$ cat src/rtl/rotor_setting_bank.sv
// Bank of NUM_CH bounded rotor-position registers: toggle buttons pick a channel,
// encoder inc/dec edges then step that channel after a fixed delay, wrapping at its max.
module rotor_setting_bank #(
  parameter int NUM_CH     = 8,
  parameter int VAL_W      = 8,
  parameter int STEP_DELAY = 4
) (
  input  logic                    clock,
  input  logic                    reset,
  input  logic [NUM_CH-1:0]       btn_sync,
  input  logic                    inc,
  input  logic                    dec,
  input  logic                    clear,
  input  logic [NUM_CH*VAL_W-1:0] max_flat,
  output logic [NUM_CH-1:0]       sel_onehot,
  output logic                    sel_valid,
  output logic [NUM_CH*VAL_W-1:0] value_flat,
  output logic                    busy,
  output logic                    step_done,
  output logic                    wrap_pulse
);

  localparam int IDX_W = $clog2(NUM_CH);
  localparam int CNT_W = (STEP_DELAY > 1) ? $clog2(STEP_DELAY) : 1;
  localparam logic [CNT_W-1:0] CNT_LOAD = CNT_W'(STEP_DELAY - 1);

  typedef enum logic {SEL_IDLE, SEL_ACTIVE} sel_state_t;
  typedef enum logic {STEP_IDLE, STEP_WAIT} step_state_t;

  function automatic logic is_onehot(input logic [NUM_CH-1:0] b);
    return (b != '0) && ((b & (b - NUM_CH'(1))) == '0);
  endfunction

  function automatic logic [IDX_W-1:0] onehot_idx(input logic [NUM_CH-1:0] b);
    logic [IDX_W-1:0] idx;
    idx = '0;
    for (int k = 0; k < NUM_CH; k++)
      if (b[k]) idx = IDX_W'(k);
    return idx;
  endfunction

  // Bounded step; result is {wrapped, new value}. A value above max clamps down on dec.
  function automatic logic [VAL_W:0] step_value(input logic up, input logic [VAL_W-1:0] v,
                                               input logic [VAL_W-1:0] m);
    if (up) begin
      if (v >= m) return {1'b1, {VAL_W{1'b0}}};
      return {1'b0, v + VAL_W'(1)};
    end
    if (v == '0) return {1'b1, m};
    if (v > m)   return {1'b0, m};
    return {1'b0, v - VAL_W'(1)};
  endfunction

  sel_state_t          sel_state_q, sel_state_d;
  step_state_t         step_state_q, step_state_d;
  logic [NUM_CH-1:0]   sel_q, sel_d;
  logic                sel_valid_q, sel_valid_d;
  logic [NUM_CH-1:0]   btn_prev_q, btn_prev_d;
  logic                inc_q, inc_d, dec_q, dec_d;
  logic [CNT_W-1:0]    cnt_q, cnt_d;
  logic [IDX_W-1:0]    ch_q, ch_d;
  logic                up_q, up_d;
  logic                step_done_q, step_done_d;
  logic                wrap_q, wrap_d;
  logic [VAL_W-1:0]    value_q [NUM_CH];
  logic [VAL_W-1:0]    value_d [NUM_CH];
  logic [VAL_W-1:0]    max_arr [NUM_CH];
  logic                press, inc_rise, dec_rise;
  logic [VAL_W:0]      stepped;

  for (genvar gk = 0; gk < NUM_CH; gk++) begin : g_pack
    assign max_arr[gk]                      = max_flat[gk*VAL_W +: VAL_W];
    assign value_flat[gk*VAL_W +: VAL_W]    = value_q[gk];
  end

  always_comb begin
    sel_state_d  = sel_state_q;
    sel_d        = sel_q;
    step_state_d = step_state_q;
    cnt_d        = cnt_q;
    ch_d         = ch_q;
    up_d         = up_q;
    value_d      = value_q;
    step_done_d  = 1'b0;
    wrap_d       = 1'b0;
    btn_prev_d   = btn_sync;
    inc_d        = inc;
    dec_d        = dec;
    press        = (btn_prev_q == '0) && is_onehot(btn_sync);
    inc_rise     = inc & ~inc_q;
    dec_rise     = dec & ~dec_q;
    stepped      = step_value(up_q, value_q[ch_q], max_arr[ch_q]);

    case (sel_state_q)
      SEL_IDLE: begin
        if (press) begin
          sel_state_d = SEL_ACTIVE;
          sel_d       = btn_sync;
        end
      end
      SEL_ACTIVE: begin
        if (press && (btn_sync == sel_q)) begin
          sel_state_d = SEL_IDLE;
          sel_d       = '0;
        end else if (press) begin
          sel_d = btn_sync;
        end
      end
      default: sel_state_d = SEL_IDLE;
    endcase
    sel_valid_d = |sel_d;

    // Channel and direction are latched at acceptance; later selection changes do not redirect.
    case (step_state_q)
      STEP_IDLE: begin
        if ((inc_rise ^ dec_rise) && sel_valid_q) begin
          step_state_d = STEP_WAIT;
          cnt_d        = CNT_LOAD;
          ch_d         = onehot_idx(sel_q);
          up_d         = inc_rise;
        end
      end
      STEP_WAIT: begin
        if (cnt_q == '0) begin
          value_d[ch_q] = stepped[VAL_W-1:0];
          wrap_d        = stepped[VAL_W];
          step_done_d   = 1'b1;
          step_state_d  = STEP_IDLE;
        end else begin
          cnt_d = cnt_q - CNT_W'(1);
        end
      end
      default: step_state_d = STEP_IDLE;
    endcase

    if (clear) begin
      for (int k = 0; k < NUM_CH; k++) value_d[k] = '0;
      step_state_d = STEP_IDLE;
      step_done_d  = 1'b0;
      wrap_d       = 1'b0;
    end
  end

  always_ff @(posedge clock) begin
    if (reset) begin
      sel_state_q  <= SEL_IDLE;
      step_state_q <= STEP_IDLE;
      sel_q        <= '0;
      sel_valid_q  <= 1'b0;
      btn_prev_q   <= '0;
      inc_q        <= 1'b0;
      dec_q        <= 1'b0;
      step_done_q  <= 1'b0;
      wrap_q       <= 1'b0;
      value_q      <= '{default: '0};
    end else begin
      sel_state_q  <= sel_state_d;
      step_state_q <= step_state_d;
      sel_q        <= sel_d;
      sel_valid_q  <= sel_valid_d;
      btn_prev_q   <= btn_prev_d;
      inc_q        <= inc_d;
      dec_q        <= dec_d;
      step_done_q  <= step_done_d;
      wrap_q       <= wrap_d;
      value_q      <= value_d;
      cnt_q        <= cnt_d;
      ch_q         <= ch_d;
      up_q         <= up_d;
    end
  end

  assign sel_onehot = sel_q;
  assign sel_valid  = sel_valid_q;
  assign busy       = (step_state_q == STEP_WAIT);
  assign step_done  = step_done_q;
  assign wrap_pulse = wrap_q;

endmodule

$ cat config.mk
export PLATFORM = sky130hd
export DESIGN_NAME = rotor_setting_bank
export DESIGN_NICKNAME = d
export VERILOG_FILES = /design/src/rtl/rotor_setting_bank.sv
export SDC_FILE = /design/constraint.sdc
export NUM_CORES = 1
export LEC_CHECK = 0
export BUFFER_PORTS_ARGS = -buffer_cell sky130_fd_sc_hd__buf_2
export CAP_MARGIN = 0
export CORE_UTILIZATION = 46
export DETAILED_ROUTE_END_ITERATION = 8
export PLACE_DENSITY = 0.72
export SLEW_MARGIN = 20
export SYNTH_ARGS = -nofsm -noshare
export SYNTH_HDL_FRONTEND = slang
export SYNTH_SLANG_ARGS = --single-unit
export TNS_END_PERCENT = 10
$ cat constraint.sdc
create_clock -name clock -period 10.7 [get_ports clock]
set_clock_uncertainty 0.2 [all_clocks]
set_input_delay 0 -clock clock [delete_from_list [all_inputs] [get_ports clock]]
set_output_delay 0 -clock clock [all_outputs]
set_load 0.01 [all_outputs]
### After elaboration in Yosys (flattened, before gate mapping)

Index checks and enable logic that the tools add are counted.

| storage, ports and cells | value |
|---|---|
| memories kept | 0 |
| memory bits (read-only) | 0 |
| register bits after elaboration | 93 |
| bits in writable memories | 0 |
| word-level logic and storage cells | 107 |
| latch bits | 0 |
| bits of input ports | 77 |

| operators by class | value |
|---|---|
| shift-type cells | 0 |
| eq/ne operators | 3 |
| div/mod/pow operators | 0 |
| order comparisons | 4 |
| multiplexer cells | 44 |
| add/subtract/negate cells | 4 |
| reductions and logical operators | 19 |
| bitwise logic cells | 11 |
| $mul | 0 |

Operators by type and width:

| cell | number |
|---|---|
| $mux 9 | 8 |
| $bwmux 64 | 1 |
| $mux 8 | 7 |
| $bmux 8 s3 | 2 |
| $demux 8 s3 | 1 |
| $logic_not 8->1 | 3 |
| $pmux 8 s2 | 1 |
| $sub 8x1->8 const B | 2 |
| $mux 1 | 15 |
| $add 8x1->8 const B | 1 |
| $and 8x8->8 | 1 |
| $eq 8x8->1 | 1 |
| $ge 8x8->1 | 1 |
| $gt 8x8->1 | 1 |
| $mux 2 | 4 |
| $reduce_bool 8->1 | 1 |
| $reduce_or 4->1 | 2 |
| $reduce_or 8->1 | 1 |
| $mux 3 | 2 |
| $not 1->1 | 6 |
| $reduce_and 3->1 | 2 |
| $logic_and 1x1->1 | 5 |
| $ge 4x4->1 const B | 1 |
| $lt 4x1->1 const B | 1 |
| other kinds (11) | 15 |

### Depth between registers and ports, before layout

Gate-level depths: netlist of run 1.

| logic depth | value |
|---|---|
| depth after elaboration | 15 |
| mapped depth | 17 |
| gate-level depth less buffers | 12 |

### Worst setup path after synthesis of run 1

Ideal clock, no wire load.

| timing | value |
|---|---|
| path type | register to register |
| start point | register ch_q[0] |
| end point | register value_q, in the netlist value_flat[22] |
| library setup time | 74 ps |
| slack | 6,745 ps |
| arrival | 3,680 ps |
| stages on the path, launching flop included | 18 |
| cell sequence | edfxtp_1 buf_6 buf_2 buf_2 buf_2 mux2i_1 a2bb2oi_1 nor2_1 a221oi_1 ha_1 a21oi_1 o21ai_0 o31ai_1 and2_1 buf_1 nand2_1 a221o_1 a31oi_1 |

| between the ends | value |
|---|---|
| longest elaborated chain between the ends | 15 |
| elaborated cells on any way between the ends | 32 |
| those cells by class | 2 x add/sub; 4 x order compare; 23 x mux; 1 x bitwise; 2 x reduce/logical |

RTL lines:

| item | line | text |
|---|---|---|
| start, declared | 61 | `logic [IDX_W-1:0] ch_q, ch_d;` |
| start signal, assigned | 168 | `ch_q <= ch_d;` |
| $not 3->4 (implied by the code) (*) | 92, 125 |  |
| $bmux 8 s3 | 92 | `stepped = step_value(up_q, value_q[ch_q], max_arr[ch_q]);` |
| $mux 8 (implied by the code) (2 in series) | 92 |  |
| $ge 8x8->1 | 46 | `if (v >= m) return {1'b1, {VAL_W{1'b0}}};` |
| $mux 1 | 46 |  |
| $mux 1 | 45 | `if (up) begin` |
| $mux 9 | 47 | `return {1'b0, v + VAL_W'(1)};` |
| $mux 9 | 45 |  |
| $mux 9 | 49 | `if (v == '0) return {1'b1, m};` |
| $mux 9 | 50 | `if (v > m) return {1'b0, m};` |
| $mux 9 | 51 | `return {1'b0, v - VAL_W'(1)};` |
| $mux 9 | 50 |  |
| $mux 9 | 49 |  |
| $bwmux 64 (*) | 125 | `value_d[ch_q] = stepped[VAL_W-1:0];` |
| end signal, assigned | 166 | `value_q <= value_d;` |
| end, declared | 65 | `logic [VAL_W-1:0] value_q [NUM_CH];` |

Every way passes the cells marked *; elsewhere a longest branch is shown, timed or not. The select of a mux whose other input is x is not followed.
A chain may end at the register's enable or synchronous reset.

### Worst setup path in the final report of run 1

| timing | value |
|---|---|
| start point | register ch_q[0] |
| end point | register value_q, in the netlist value_flat[16] |

Same word-level chain as after synthesis.

==> impl_results.md, run 1 <==
* Router iterations before antenna repair at 5
* Die X at approximately 110 µm
* Vias after detailed routing at 4879
* Post-DR wirelength/cell at 16.8 µm
* Final nets at around 790
* Total power at 647 µW
* Cells along the critical path: buf_4 > mux4_2 > mux2i_1 > inv_1 > ha_1 > nand4_1 > o31ai_1 > and2_1 > nand2_1 > a311oi_4 > a21oi_1
* Total Routing Usage GR at 0.244
* Peak Freq at 238 MHz
* Slew headroom at 0.261
* GR peak layer: met2
* Maximum vdd drop at 0.0000716 V
* Final min period at 4210 ps
* Fillers at 968
* Sequential share of power at 0.544
* Setup Total Neg Slack at 0 ps
* CP max stage delay at around 570 ps
* CTS clk-pin slew, worst paths at roughly 90 ps
* Initial antenna violation count at 0
* Ant. Diodes at 0
* Largest net degree at the start of global routing at 65
* Mapped Area at 0.00516 mm²
* IO Port Bufs at 152
* P&R area growth vs syn at 24.2%
* Switching Fraction at 0.226
* Syn_area_per_cell at 9.39 µm²
* TritonCTS buffer count at 9
* M1 GR Usage at 0.314
* IO Pins at 153
* Site Rows at 38
* Largest cells by area after synthesis: dfxtp_1 (34%), mux4_2 (10%), o21ai_0 (5.3%)
* Ys flop type: dfxtp_1
* Routed Antenna Nets at 0
* Max Root-Sink Buffers at 2
* Post-route clock period utilization at 0.393
* Synth cell types at 58
* Crit Path Max Fanout at 45
* Synthesis warning total at 0
* Pwr/cell area at 101 mW/mm²
* Cell taking the most area after synthesis: dfxtp_1
* DRC at 0
* Status: finished, final reports clean
* Yosys reg bits at 93
* Delay-heaviest family, CP: compound AO/OA/AOI/OAI gates
* Critical path data required time at 10710 ps
* Logic pwr share at 0.081
* RSZ-0062 raised after global routing: no
* Buf/Inv on CP at 2
* CTS tree: built
* Clock Power Share at 0.375
* Crit-path slowest cell: mux4_2
* Crit Path Class: flop to flop
* Worst Setup End Kind: flop
* Share of cells above drive strength 1 at 0.308
* Die area at 0.0117 mm²
* Startpoint types: flop
* Vias in the first global route at between 4k and 5k
* Initial Util at 0.474
* Async S/R FF share, synth at 0
* Max-cap violations at 0
* First-pass GRT wire length at 22400 µm
* Flop2flop setup slack at 6490 ps
* Post-Synthesis Cells at 550
* Fin. Hold Viols at 0
* Max Transition Viols Final at 0
* H-Tree Level Count at 3
* EDFF count, synth at 6
* Post-CTS sizing at 0
* Die Y at 108 µm
* Core Box Area at 0.0109 mm²
* Setup Viol. Count Final at 0
* Drt first-iter violations at 321
* Sw Pwr at 146 µW
* Clk sinks at 93
* Int Power at 500 µW
* Clock Latency Late Sink at 360 ps
* Share of the synthesized area in the top cell type at 0.337
* Data arrival, critical path at 4220 ps
* Detail Placement HPWL at 10300 µm
* Mapped Nets at ~640
* Wirelength, routed at 14300 µm
* Vias per cell at 5.74
* GRT met3 Usage at 0.0416
* Routability Congestion at 0.915
* Hold Path Class: primary input to flop
* Worst-Margin Slew at 1100 ps
* Root Driver: clkbuf_8
* GR Overflow Total at 0
* Seq/Total Area, Yosys at 0.372
* Met2 usage at 0.408
* Leakage at about 2.9 nW
==> per-stage QoR <==
stage               worst slack, ps  utilization  area [µm²]  std cells  hold WS (ps)
floorplan                      6750            -        5160        550          -128
global placement               6690        0.549        5980        812         -3.62
detailed placement             6560        0.549        5980        812          6.38
CTS                            6530        0.588        6400        850           136
global route                   6220        0.589        6410        850           194
finish                         6490        0.589        6410        850           151
==> final timing paths <==
kind	from	end	cells past startpoint
min reg2reg	value_flat[21]$_SDFFE_PP0P_	value_flat[21]$_SDFFE_PP0P_	2
min	max_flat[23]	value_flat[23]$_SDFFE_PP0P_	7
max reg2reg	ch_q[0]$_SDFFCE_PP1P_	value_flat[16]$_SDFFE_PP0P_	11
max	ch_q[0]$_SDFFCE_PP1P_	value_flat[16]$_SDFFE_PP0P_	11
==> sequential cells by signal, indices dropped and copies added, names as in the netlist <==
register     flops
sel_onehot       8
busy             1
sel_valid        1
ch_q             3
step_done        1
cnt_q            2
inc_q            1
up_q             1
dec_q            1
wrap_pulse       1
value_flat      64
sel_state_q      1
btn_prev_q       8
==> layout make-up <==
cell class	instances	area (µm²)	area share
sequential	93	1920	0.300
tap	140	175	0.0273
inverter	12	45.0	0.00702
clock buffer	13	159	0.0248
multi-input combinational	410	3050	0.476
clock inverter	3	43.8	0.00683
timing repair buffer	179	1020	0.159
==> cell families after synthesis <==
| logic type | Yosys count | share of synthesized area |
|---|---|---|
| adder cells (fa/ha/maj) | 13 | 0.0310 |
| AND/OR/NAND/NOR | 158 | 0.157 |
| buffers and inverters | 47 | 0.0395 |
| multiplexers | 56 | 0.170 |
| XOR/XNOR | 17 | 0.0288 |
| flip-flops | 93 | 0.372 |
| AO/OA/AOI/OAI | 166 | 0.202 |
==> cells in the final DEF, fill, tap and decap left out, drive strengths merged, types with 6 or more instances in the layout <==
master	instances
a21oi	47
a31oi	15
buf	157
clkbuf	13
dfxtp	87
dlygate4sd3	22
edfxtp	6
ha	12
inv	12
mux2	7
mux2i	25
mux4	24
nand2	22
nand3	31
nor2	40
nor2b	24
nor3	9
nor4	8
o21ai	76
xnor2	8
xor2	9
==> power by group through the flow <==
stage	Clock (mW)	Sequential, mW	Combinational [mW]
global placement	0	0.360	0.0440
floorplan	0	0.360	0.0242
finish	0.243	0.352	0.0523
CTS	0.245	0.352	0.0518
global route	0.258	0.352	0.0571
detailed placement	0	0.360	0.0456
==> worst reg2reg max path, stage by stage (launching register included) <==
cell and delay [ps]:
edfxtp_1 330, buf_4 510, mux4_2 590, mux2i_1 310
inv_1 170, ha_1 340, nand4_1 160, o31ai_1 280
and2_1 360, nand2_1 170, a311oi_4 510, a21oi_1 130
==> repair_timing <==
action / in CTS / in global routing
endpoints found under the hold margin: 24 / 0
setup buffers: 0 / 0
hold buffers: 22 / 0
==> metal layers <==
layer | up-vias | routed length (µm)
li1 | 2353 | -
met1 | 2291 | 6200
met2 | 213 | 6790
met3 | 22 | 1040
met4 | 0 | 275
met5 | - | 0
==> cell usage after synthesis, types with 8 or more instances <==
master    number
ha_1          12
mux4_2        24
xnor2_1        8
nor2_1        40
nand2_1       22
xor2_1         9
a21oi_1       47
nor2b_1       24
dfxtp_1       87
a31oi_1       11
nor3_1         8
inv_1         11
clkbuf_1      20
nand3_1       31
o21ai_1       20
mux2i_1       24
o21ai_0       55
Note: power is estimated with default switching activity, not from simulation.
==> run 2, diff against run 1 <==
--- a/config.mk
+++ b/config.mk
@@ -5,11 +5,12 @@
 export SDC_FILE = /design/constraint.sdc
 export NUM_CORES = 1
 export LEC_CHECK = 0
+export ABC_AREA = 1
 export BUFFER_PORTS_ARGS = -buffer_cell sky130_fd_sc_hd__buf_2
 export CAP_MARGIN = 0
 export CORE_UTILIZATION = 46
 export DETAILED_ROUTE_END_ITERATION = 8
-export PLACE_DENSITY = 0.72
+export PLACE_DENSITY = 0.71
 export SLEW_MARGIN = 20
 export SYNTH_ARGS = -nofsm -noshare
 export SYNTH_HDL_FRONTEND = slang
==> constraint.sdc (replaced) <==
create_clock -name clock -period 4.2 [get_ports clock]
set_clock_uncertainty 0.2 [all_clocks]
set_input_delay 0 -clock clock [delete_from_list [all_inputs] [get_ports clock]]
set_output_delay 0 -clock clock [all_outputs]
set_load 0.01 [all_outputs]
==> run 2 against run 1 <==
  * Via count up 35%
  * Global-route usage rose by 3.9 points
  * Cell count rose by 53%
  * Maximum frequency up 13%
  * Die area is 14% higher
  * Register-to-register slack got worse by 6000 ps
  * Non-clock buffer count grew 7
  * Sequential power increased to 2.6 times the previous value
  * First-iteration DRC count rose by 85%
  * Total power grew to 3.0 times the previous value
  * Cell area is 14% higher
  * Critical path type unchanged
  * Largest power group unchanged
==> impl_results.md, run 2 <==
* Status: finished, final reports clean
* IO Port Bufs at 152 (unchanged)
* Worst Hold Path EP: value_flat[43]$_SDFFE_PP0P_
* Async S/R FF share, synth at 0 (unchanged)
* Crit path from: ch_q[2]$_SDFFCE_PP1P_
* EDFF count, synth at 6 (unchanged)
* Peak Freq at 268 MHz (+13%)
* Crit Path Class: flop to flop
* FF-to-FF Start: ch_q[2]$_SDFFCE_PP1P_
* DRC at 0 (unchanged)
* Clk sinks at 93 (unchanged)
* Initial Util at 0.481 (+0.00634)
* Mapped Nets at 1046 (+64%)
* Wirelength, routed at 18700 µm (+31%)
* Core Box Area at 0.0123 mm² (+13%)
* P&R area growth vs syn at 24.3%
* Syn_area_per_cell at 6.16 µm² (-34%)
* CP max stage delay at 560 ps (about the same)
* WHS at 176 ps (+24.8 ps)
* Worst Setup End Kind: flop
* Max Root-Sink Buffers at 2 (unchanged)
* Leakage at 4.04 nW (+39%)
* Vias in the first global route at 5743 (+24%)
* Max-cap violations at 0 (unchanged)
* Most common cell after layout, fill and taps aside: nand2_1
* Routability Congestion at 0.902 (-1.4%)
* Yosys reg bits at 93 (unchanged)
* Die Y at 115 µm (+6.7%)
* H-Tree Level Count at 3 (unchanged)
* Met2 wire length at 8480 µm (+25%)
* Met3 WL at 1560 µm (+51%)
* Largest cells by area after synthesis: dfxtp_1 (30%), nand2_1 (20%), inv_1 (8.6%)
* CTS tree: built
* Hold_sp: max_flat[51]
* Ant. Diodes at 0 (unchanged)
* TritonCTS buffer count at 9 (unchanged)
* Share of cells above drive strength 1 at 0.194 (-0.114)
* Fillers at 1229 (+27%)
* Cell taking the most area after synthesis: dfxtp_1
* Setup Total Neg Slack at 0 ps (unchanged)
* Critical Path Most Common Cell: nand2_1
* Root Driver: clkbuf_16
* Fin. Hold Viols at 0 (unchanged)
* Die area at 0.0133 mm² (+14%)
* Drt first-iter violations at 594 (+85%)
* Router iterations before antenna repair at 5 (unchanged)
* First-pass GRT wire length at 28700 µm (+28%)
* Vias after detailed routing at 6571 (+35%)
* Detail Placement HPWL at 13700 µm (+32%)
* Synth cell types at 43 (-26%)
* R2R cell count at 23 (+12)
* Hold Path Class: primary input to flop
* Total power at 1.92 mW (+200%)
* Routed Antenna Nets at 0 (unchanged)
* Post-Synthesis Cells at 957 (+74%)
* Data arrival, critical path at 3790 ps (-430 ps)
* Slew headroom at 0.474 (+0.213)
* R2R Path End: value_flat[7]$_SDFFE_PP0P_
* Total Routing Usage GR at 0.283 (+0.0390)
* IO Pins at 153 (unchanged)
* Max layer used: met4
* Critical path data required time at 4260 ps (-6450 ps)
* Share of the synthesized area in the top cell type at 0.295 (-0.0417)
* Crit-path slowest cell: edfxtp_1
* Die X at 115 µm (+6.7%)
* Ys flop type: dfxtp_1
* Flop2flop setup slack at 460 ps (-6030 ps)
* Mapped Area at 0.00589 mm² (+14%)
* Setup Buffers After CTS at 0 (unchanged)
* WHS Path Cells at 9 (+2)
* Vias per cell at 5.07 (-12%)
* Setup Viol. Count Final at 0 (unchanged)
* DRT met1 WL at 8270 µm (+33%)
* Worst-Margin Slew at 785 ps (-319 ps)
* CTS clk-pin slew, worst paths at 70 ps (-20 ps)
* Post-route clock period utilization at 0.889 (+0.496)
* Clock Latency Late Sink at 360 ps (about the same)
* RSZ-0062 raised after global routing: no
* Max reg flops at 64 (unchanged)
* Site Rows at 40 (+5.3%)
* GR Overflow Total at 0 (unchanged)
* Max Transition Viols Final at 0 (unchanged)
* Count leader, synth: nand2_1
* Synthesis warning total at 0 (unchanged)
* Final nets at 1214 (+53%)
* Largest net degree at the start of global routing at 41 (-37%)
* Post-DR wirelength/cell at 14.4 µm (-14%)
* Maximum vdd drop at 0.000345 V (+380%)
* Initial antenna violation count at 0 (unchanged)
* Final min period at 3740 ps (-470 ps)
* Commonest cells in the netlist: nand2_1 (320), inv_1 (135), nor2_1 (134), dfxtp_1 (87), nand3_1 (83)
* Buf/Inv on CP at 5 (+3)
* Delay-heaviest family, CP: simple AND/OR/NAND/NOR gates
* Most frequent cells in the layout: nand2_1 (320), buf_2 (152), inv_1 (135)
* Startpoint types: flop
* Cells along the critical path: inv_1 > nand2_1 > nor2_2 > nand2_1 > nand2_1 > a221oi_1 > nand3_1 > inv_1 > ha_1 > inv_1 > nor2_1 > o21ai_0 > nand2_1 > nand2_1 > nand2_1 > nand2_1 > inv_1 > nor2_4 > nand3_1 > nand3_2 > nand3_1 > nand2_1 > inv_1
* Seq/Total Area, Yosys at 0.326 (-0.0460)
* Crit Path Max Fanout at 11 (-76%)
* Pwr/cell area at 262 mW/mm² (+160%)
## run 2: changes by cell type in the layout (fill, tap and decap cells not counted), sizes merged, moves of 25 or more
cell,before,now
inv,12,142
o21ai,76,22
mux2i,25,0
nor2,40,146
nand2,22,329
nand3,31,93
## run 2: cells by family (layout without fill, tap and decap cells)
kind of cell    Yosys count  in the layout  share of synthesized area
buf+inv                 171            343                      0.121
mux                       1              1                    0.00191
fa+ha+maj                12             12                     0.0255
compound gates           83             83                     0.0855
xor+xnor                  7              7                     0.0104
flops                    93             93                      0.326
simple gates            590            590                      0.429
## run 2: where the power goes
part           switching [mW]  internal, mW  leakage [nW]
Sequential            0.00196         0.896         0.752
Clock                   0.343         0.555         0.158
Combinational          0.0648        0.0565          3.13
Total                   0.410          1.51          4.04
## run 2: area by class of cell
class	count	area (µm²)	share of cell area
inverters	142	538	0.0734
flip-flops and latches	93	1920	0.262
repair buffers	186	1070	0.146
clock inverters	3	66.3	0.00905
well taps	168	210	0.0287
multi-input cells	693	3260	0.445
clock buffers	12	258	0.0352
## run 2: per-layer routing
metal  vias to the layer above  GRT usage
met5                         -          0
met4                         0      0.111
met2                       318      0.468
li1                       3321          -
met3                        35     0.0490
met1                      2897      0.368
## run 2: worst max path at each step
stage                                        to  slack, ps  cells after the start
finish               value_flat[7]$_SDFFE_PP0P_        460                     23
global route         value_flat[7]$_SDFFE_PP0P_         80                     22
CTS                  value_flat[2]$_SDFFE_PP0P_        370                     21
detailed placement   value_flat[2]$_SDFFE_PP0P_        400                     21
global placement    value_flat[10]$_SDFFE_PP0P_        490                     20
floorplan           value_flat[18]$_SDFFE_PP0P_       1120                     21
## run 2: repair_timing
item                                    CTS  global route
endpoints found under the setup margin    0            41
hold endpoints to repair                 30             0
resized for setup                         0             2
hold buffers                             22             0
## run 2: through the flow
stage,area (µm²),std cells,utilization,worst slack (ps)
4_1_cts,7320,1297,0.597,374
5_1_grt,7330,1297,0.598,82.3
3_3_place_gp,6780,1260,0.553,490
3_5_place_dp,6780,1260,0.553,401
6_report,7330,1297,0.598,465
2_1_floorplan,5890,957,-,1120
## run 2: worst min-delay path, cell delays in order
cell      delay (ps)
buf_2             80
a221oi_1          60
nand2_1           60
inv_1             50
nand2_1          120
nand3_4          140
nand3_1          100
nand2_1           50
inv_1             40
==> run 3, diff against run 2 <==
--- a/config.mk
+++ b/config.mk
@@ -10,7 +10,7 @@
 export CAP_MARGIN = 0
 export CORE_UTILIZATION = 46
 export DETAILED_ROUTE_END_ITERATION = 8
-export PLACE_DENSITY = 0.71
+export PLACE_DENSITY = 0.74
 export SLEW_MARGIN = 20
 export SYNTH_ARGS = -nofsm -noshare
 export SYNTH_HDL_FRONTEND = slang
==> constraint.sdc (replaced) <==
create_clock -name clock -period 3.25 [get_ports clock]
set_clock_uncertainty 0.2 [all_clocks]
set_input_delay 0 -clock clock [delete_from_list [all_inputs] [get_ports clock]]
set_output_delay 0 -clock clock [all_outputs]
set_load 0.01 [all_outputs]
==> run 3 against run 2 <==
  * The flow now finishes with violations (setup timing)
  * Combinational power rose by 55%
  * Clock power rose by 12%
  * Routed wire length rose by 9.3%
  * Sequential share of layout area fell by 2.9 points
  * Critical endpoint is now value_flat[3]$_SDFFE_PP0P_
  * Highest routed layer unchanged
==> impl_results.md, run 3 (same netlist as run 2, synthesis figures left out) <==
* Router iterations before antenna repair at 5 (unchanged)
* Cell Area, Placed at 0.00718 mm² (+5.9%)
* Core Box Area at 0.0123 mm² (unchanged)
* Critical path data required time at 3300 ps (-960 ps)
* Hold Path Class: primary input to flop
* Setup Total Neg Slack at -750 ps (-750 ps)
* Sequential share of power at 0.493 (+0.025)
* Util after Layout at 0.673 (+0.0756)
* Post-DR wirelength/cell at 15.1 µm (+4.4%)
* Final nets at 1276 (+5.1%)
* Total Routing Usage GR at 0.291 (+0.00777)
* Clk sinks at 93 (unchanged)
* Pre-CTS setup slack at -95.4 ps (-496 ps)
* Data arrival, critical path at 3360 ps (-430 ps)
* Post-route clock period utilization at 1.02 (+0.129)
* Max reg flops at 64 (unchanged)
* CP max stage delay at 460 ps (-100 ps)
* Buf/Inv on CP at 5 (unchanged)
* Delay-heaviest family, CP: simple AND/OR/NAND/NOR gates
* Max-cap violations at 0 (unchanged)
* Worst-Margin Slew at 770 ps (-15.1 ps)
* Cells along the critical path: buf_6 > nand2_4 > nor2_4 > buf_4 > a221oi_2 > nand2_1 > inv_1 > ha_4 > a21oi_1 > nand2_1 > nand2_1 > nand2_2 > nand2_2 > inv_2 > nor2_4 > nand2_1 > nand3_4 > nand3_1 > nand2_1 > inv_1
* Most common cell after layout, fill and taps aside: nand2_1
* Status: finished, violations left
* Detail Placement HPWL at 14000 µm (+2.4%)
* Worst Setup End Kind: flop
* Initial antenna violation count at 0 (unchanged)
* Die X at 115 µm (unchanged)
* Switching Fraction at 0.227 (+0.0129)
* Clock Latency Late Sink at 350 ps (about the same)
* Peak Freq at 302 MHz (+13%)
* Vias in the first global route at 6037 (+5.1%)
* CTS clk-pin slew, worst paths at 60 ps (about the same)
* Sw Pwr at 534 µW (+30%)
* Slew headroom at 0.484 (+0.0101)
* Crit Path Max Fanout at 8 (-3)
* Int Power at 1.82 mW (+21%)
* First-pass GRT wire length at 29800 µm (+3.9%)
* Ant. Diodes at 0 (unchanged)
* TritonCTS buffer count at 9 (unchanged)
* Placed cells at 1308 (+3.8%)
* Initial Util at 0.481 (unchanged)
* Post-route design area at 0.00826 mm² (+13%)
* Wirelength, routed at 20500 µm (+9.3%)
* Site Rows at 40 (unchanged)
* CTS tree: built
* Startpoint types: flop
* Share of cells above drive strength 1 at 0.296 (+0.102)
* Final min period at 3310 ps (-425 ps)
* Die area at 0.0133 mm² (unchanged)
* RSZ-0062 raised after global routing: yes
* Drt first-iter violations at 745 (+25%)
* Logic pwr share at 0.079 (+0.016)
* Clock Power Share at 0.428 (-0.040)
* Routed Antenna Nets at 0 (unchanged)
* Reg area at 0.00192 mm² (unchanged)
* Max Root-Sink Buffers at 2 (unchanged)
* Vias per cell at 5.23 (+3.2%)
* Non-filler cells, final at 1359 (+4.8%)
* Pwr/cell area at 285 mW/mm² (+9.0%)
* Setup slack after layout at -60.7 ps (-525 ps)
* GR Overflow Total at 0 (unchanged)
* Fillers at 1043 (-15%)
* P&R area growth vs syn at 40.1%
* Critical Path Most Common Cell: nand2_1
* Largest net degree at the start of global routing at 29 (-29%)
* Max Transition Viols Final at 0 (unchanged)
* Multi-input gate area at 0.00368 mm² (+13%)
* Leakage at 4.40 nW (+8.9%)
* Setup Viol. Count Final at 33 (+33)
* Crit-path slowest cell: edfxtp_1
* Most frequent cells in the layout: nand2_1 (299), buf_2 (152), nor2_1 (130)
* Crit Path Class: flop to flop
* Die Y at 115 µm (unchanged)
* Failing checks: setup timing
* IO Pins at 153 (unchanged)
* Vias after detailed routing at 7107 (+8.2%)
* H-Tree Level Count at 3 (unchanged)
* Fin. Hold Viols at 0 (unchanged)
* Root Driver: clkbuf_16
* Maximum vdd drop at 0.000232 V (-33%)
* Routability Congestion at 0.952 (+5.5%)
* DRC at 0 (unchanged)
* IO Port Bufs at 152 (unchanged)
-- run 3: cell types whose count changed in the layout (fill, tap and decap cells not counted), sizes merged --
cell    before  now
buf        164  226
bufinv       2    0
clkbuf      12   14
clkinv       1    2
inv        142  141
-- run 3: path summary, 6_finish.rpt --
| path | from | to | slack (ps) | cells after the start |
|---|---|---|---|---|
| setup / recovery | ch_q[2]$_SDFFCE_PP1P_ | value_flat[3]$_SDFFE_PP0P_ | -60 | 20 |
| hold / removal | max_flat[18] | value_flat[50]$_SDFFE_PP0P_ | 220 | 9 |
| setup reg to reg | ch_q[2]$_SDFFCE_PP1P_ | value_flat[3]$_SDFFE_PP0P_ | -60 | 20 |
| hold reg to reg | sel_state_q$_SDFF_PP0_ | sel_state_q$_SDFF_PP0_ | 310 | 2 |
-- run 3: repair_timing --
action                                  CTS  global route
buffers inserted                          2            13
pin swaps                                 3            27
endpoints found under the setup margin   64            64
resized for setup                         7           106
endpoints found under the hold margin    30             0
hold buffers                             22             0
-- run 3: worst min-delay path: stages --
cell,delay (ps)
buf_2,90
a21oi_1,60
nand3b_1,110
inv_2,70
nand2_1,110
nand3_4,130
nand3_1,90
nand2_1,50
inv_1,40
-- run 3: through the flow --
stage	total power, mW	hold slack, ps
finish	2.35	223
global route	2.42	283
CTS	2.35	211
detailed placement	1.33	18.3
global placement	1.33	10.5
floorplan	1.25	-121
-- run 3: cell type report --
class / count / area share
inverters: 142 / 0.0664
clock buffers: 14 / 0.0332
repair buffers: 248 / 0.196
multi-input cells: 693 / 0.446
flip-flops and latches: 93 / 0.233
clock inverters: 1 / 0.000606
well taps: 168 / 0.0255
-- run 3: metal layers --
layer,routed length (µm),GRT usage,vias to the layer above
met4,666,0.124,0
met3,1910,0.0358,53
met5,0,0,-
met2,9480,0.485,382
li1,-,-,3449
met1,8430,0.380,3223
-- run 3: power groups by stage --
stage	clock network, mW	registers, mW	logic [mW]
6_report	1.01	1.16	0.187
3_3_place_gp	0	1.19	0.143
3_5_place_dp	0	1.19	0.142
5_1_grt	1.06	1.16	0.201
2_1_floorplan	0	1.19	0.0636
4_1_cts	1.02	1.16	0.164
